$ cat config.mk
export PLATFORM = sky130hd
export DESIGN_NAME = dc_fifo_af_ae
export DESIGN_NICKNAME = d
export VERILOG_FILES = /design/src/rtl/dc_fifo_af_ae.sv
export SDC_FILE = /design/constraint.sdc
export NUM_CORES = 1
export LEC_CHECK = 0
export BUFFER_PORTS_ARGS = -buffer_cell sky130_fd_sc_hd__buf_4
export CAP_MARGIN = 10
export CORE_MARGIN = 2
export CORE_UTILIZATION = 64
export CTS_CLUSTER_SIZE = 25
export DETAILED_ROUTE_END_ITERATION = 12
export PLACE_DENSITY = 0.84
export SLEW_MARGIN = 10
export SYNTH_ARGS = -nofsm -noshare
export SYNTH_HDL_FRONTEND = slang
export SYNTH_SLANG_ARGS = --single-unit
$ cat constraint.sdc
create_clock -name clk -period 6.9 [get_ports clk]
set_clock_uncertainty 0.2 [all_clocks]
set_input_delay 1.725 -clock clk [delete_from_list [all_inputs] [get_ports clk]]
set_output_delay 1.725 -clock clk [all_outputs]
set_load 0.05 [all_outputs]
$ cat src/rtl/dc_fifo_af_ae.sv
// Synchronous FIFO with programmable almost-full / almost-empty thresholds.
// Pointers carry an extra wrap bit so that full and empty can be told apart
// without a separate counter; flags are decoded combinationally from the
// registered pointers and the live threshold inputs.
module dc_fifo_af_ae #(
  parameter int DATA_WIDTH = 32,
  parameter int ADDR_WIDTH = 3
) (
  input  logic                  clk,
  input  logic                  rst,
  input  logic                  Write_enable_i,
  input  logic                  Read_enable__i,
  input  logic [ADDR_WIDTH-1:0] differenceAF_i,
  input  logic [ADDR_WIDTH-1:0] differenceAE_i,
  input  logic [DATA_WIDTH-1:0] data_input___i,
  output logic [DATA_WIDTH-1:0] data_output__o,
  output logic                  Empty_Indica_o,
  output logic                  Full_Indicat_o,
  output logic                  Almost_Full__o,
  output logic                  Almost_Empty_o
);

  localparam int DEPTH = 1 << ADDR_WIDTH;

  // DEPTH expressed in pointer width (wrap bit set, address bits clear).
  localparam logic [ADDR_WIDTH:0] DEPTH_P = {1'b1, {ADDR_WIDTH{1'b0}}};
  localparam logic [ADDR_WIDTH:0] ONE_P   = {{ADDR_WIDTH{1'b0}}, 1'b1};

  logic [DATA_WIDTH-1:0] mem_r [DEPTH];
  logic [ADDR_WIDTH:0]   wr_ptr_r;
  logic [ADDR_WIDTH:0]   rd_ptr_r;
  logic [ADDR_WIDTH:0]   count_s;
  logic                  wr_acc_s;
  logic                  rd_acc_s;

  // Status flags and accept decisions, all taken from the pre-edge state.
  always_comb begin
    count_s        = wr_ptr_r - rd_ptr_r;
    Empty_Indica_o = (wr_ptr_r == rd_ptr_r);
    Full_Indicat_o = (wr_ptr_r[ADDR_WIDTH] != rd_ptr_r[ADDR_WIDTH]) &&
                     (wr_ptr_r[ADDR_WIDTH-1:0] == rd_ptr_r[ADDR_WIDTH-1:0]);
    Almost_Full__o = (count_s >= (DEPTH_P - {1'b0, differenceAF_i}));
    Almost_Empty_o = (count_s <= {1'b0, differenceAE_i});
    // A full FIFO drops the write even when a read is accepted alongside it.
    wr_acc_s       = Write_enable_i & ~Full_Indicat_o;
    rd_acc_s       = Read_enable__i & ~Empty_Indica_o;
  end

  // Storage array: written on accepted writes only, never reset.
  always_ff @(posedge clk) begin
    if (wr_acc_s) begin
      mem_r[wr_ptr_r[ADDR_WIDTH-1:0]] <= data_input___i;
    end
  end

  // Write pointer: advances on each accepted write, wraps modulo 2*DEPTH.
  always_ff @(posedge clk or posedge rst) begin
    if (rst) begin
      wr_ptr_r <= {(ADDR_WIDTH+1){1'b0}};
    end else if (wr_acc_s) begin
      wr_ptr_r <= wr_ptr_r + ONE_P;
    end
  end

  // Read pointer and registered read data: the word appears on the accepting edge.
  always_ff @(posedge clk or posedge rst) begin
    if (rst) begin
      rd_ptr_r       <= {(ADDR_WIDTH+1){1'b0}};
      data_output__o <= {DATA_WIDTH{1'b0}};
    end else if (rd_acc_s) begin
      rd_ptr_r       <= rd_ptr_r + ONE_P;
      data_output__o <= mem_r[rd_ptr_r[ADDR_WIDTH-1:0]];
    end
  end

endmodule

==> run metrics <==
status finished clean; Worst slew margin 0.240; Final Critical Period 5060 ps; first-pass GRT wire length 36800 µm; DR DRC count 0; share of cells above drive strength 1 0.325; Net Count, Synth 690; Primary FF master, synth edfxtp_1; vias in the first global route ~6500; M1 GR Usage 0.337; worst skew pair latency 530 ps; I/O pins 78; maximum operating frequency 198 MHz; core area 17800 µm²; most frequent cells in the layout edfxtp_1, buf_4, mux2_2; initial DRC count 512; drt pass-1 iters 5; Layout area overhead 15.7%; power share of the clock group 0.246; Max Slew Vio Count 0; # port buffers 77; Critical Path RT 4970 ps; DR WL/cell 24.3 µm; grt ovf 0; Num CTS Buffers 29; Avg Inst Size Synth approximately 18 µm²; Worst-path clk slew roughly 70 ps; switch share 0.354; sequential fraction of the synthesis area 0.752; maximum VDD drop 474 µV; Int Pwr 4.13 mW; total power 6.39 mW; Tot GR Track Use 0.252; area of the die about 19000 µm²; initial antenna violation count 0; CTS hold repair buffers 0; slew of the pin with the lowest slew margin between 1000 and 1500 ps; setup bufs post-CTS 0; Logic pwr share 0.361; Setup WS pre-CTS 1850 ps; CTS Sinks around 300; grt met2 use 0.432; final setup fails 0; critical path peak fanout 29; WHS 285 ps; die width 138 µm; unrepaired setup endpoints after global routing false; R2R Setup Slk 3480 ps; most common cell after layout, fill and taps aside edfxtp_1; sw power ~2.3 mW; final wirelength 23700 µm; Nets 779; met3 GRT Util 0.0450; Ys Warns 0; Post-Syn Instances around 630; Worst Path Arrival 3140 ps; Final period util 0.734; Seq pwr share 0.393; non-filler instance count after layout 974; Fillers around 950; EDFF count, synth 256; Post-DRT Antenna Nets 0; largest net degree at the start of global routing 73; antenna cell count 0; routed vias 6108; num rows approximately 50; Layout Utilization 0.750; Design Area, Final 13400 µm²; CTS Buffer Depth 3; CTS H-tree depth 1; mapped cell area 11600 µm²; setup TNS 0 ps; Cell variety after synth 31; #FFs+latches synth 296; CTS Root Buffer Type clkbuf_16; Initial Utilization 0.648; TritonCTS clock tree built; Die Y 138 µm; GP Congestion about 0.8; cts repair resizes 0; max cap viols 0; final hold viol count 0; HPWL Detailed 12700 µm; CP Launch Type register; crit end category output pin; Pleak 4.73 nW; Async S/R FF share, synth 0.135; Pwr per Cell Area about 480 nW/µm²; Setup CP Type register to output pin; gr busiest metal met2; Hold WC Path Type register to register; Via density 6.27; Cell Area, Placed 12400 µm²; PnR worst setup slack 1840 ps; Cells after DPL between 900 and 1000
[kinds of logic after synthesis]
group / Yosys count / synth area share
flops: 296 / 0.752
mux: 97 / 0.126
simple gates: 97 / 0.0338
compound gates: 75 / 0.0446
buf+inv: 46 / 0.0211
fa+ha+maj: 14 / 0.0158
xor+xnor: 9 / 0.00747
[cell usage after synthesis, types with 4 or more instances]
| library cell | instances | area (µm²) |
|---|---|---|
| mux4_2 | 32 | 721 |
| o31ai_1 | 32 | 240 |
| edfxtp_1 | 256 | 7690 |
| clkbuf_1 | 11 | 41.3 |
| nand2_1 | 43 | 161 |
| buf_6 | 6 | 67.6 |
| dfrtp_1 | 40 | 1000 |
| xnor2_1 | 5 | 43.8 |
| mux2_2 | 64 | 721 |
| buf_2 | 12 | 60.1 |
| nor2_1 | 41 | 154 |
| ha_1 | 13 | 163 |
| a21o_1 | 4 | 30.0 |
| inv_1 | 14 | 52.6 |
| o22ai_1 | 32 | 200 |
[state kept, by name, summed over array words and instances, names as in the netlist]
| register | cells |
|---|---|
| rd_ptr_r | 4 |
| mem_r | 256 |
| wr_ptr_r | 4 |
| data_output__o | 32 |
[worst max-delay path: stages (launching register included)]
cell and delay, ps:
dfrtp_4 740, ha_1 290, inv_1 60, fa_1 480, ha_1 310, nor2b_1 130
o21ai_0 130, a32oi_1 80, a21oi_1 140, buf_4 220
[cell type report]
| type | count | area, µm² | area share |
|---|---|---|---|
| clock buffers | 43 | 828 | 0.0619 |
| clock inverters | 10 | 136 | 0.0102 |
| inverters | 14 | 52.6 | 0.00393 |
| multi-input cells | 292 | 2680 | 0.201 |
| flip-flops and latches | 296 | 8690 | 0.650 |
| well taps | 229 | 287 | 0.0214 |
| repair buffers | 90 | 696 | 0.0520 |
[final timing paths]
check | startpoint | depth (start not counted) | end
max reg2reg | rd_ptr_r[0] | 6 | mem_r[4][29]
min in group asynchronous | rst | 2 | data_output__o[14]
max | rd_ptr_r[0] | 9 | Almost_Empty_o
min reg2reg | data_output__o[14] | 2 | data_output__o[14]
min | data_output__o[14] | 2 | data_output__o[14]
max in group asynchronous | rst | 2 | rd_ptr_r[0]
[power groups by stage]
stage / combinational (mW) / clock, mW / sequential, mW
detailed placement: 2.28 / 0 / 2.55
floorplan: 1.36 / 0 / 2.80
global route: 2.47 / 1.66 / 2.54
CTS: 2.30 / 1.59 / 2.51
finish: 2.31 / 1.57 / 2.51
global placement: 2.19 / 0 / 2.52
[routing by layer]
layer | vias up | share of wire
met1 | 3146 | 0.39
met4 | 0 | 0.025
met5 | - | 0
li1 | 2656 | -
met2 | 258 | 0.51
met3 | 48 | 0.070
(Power assumes the default switching activity.)
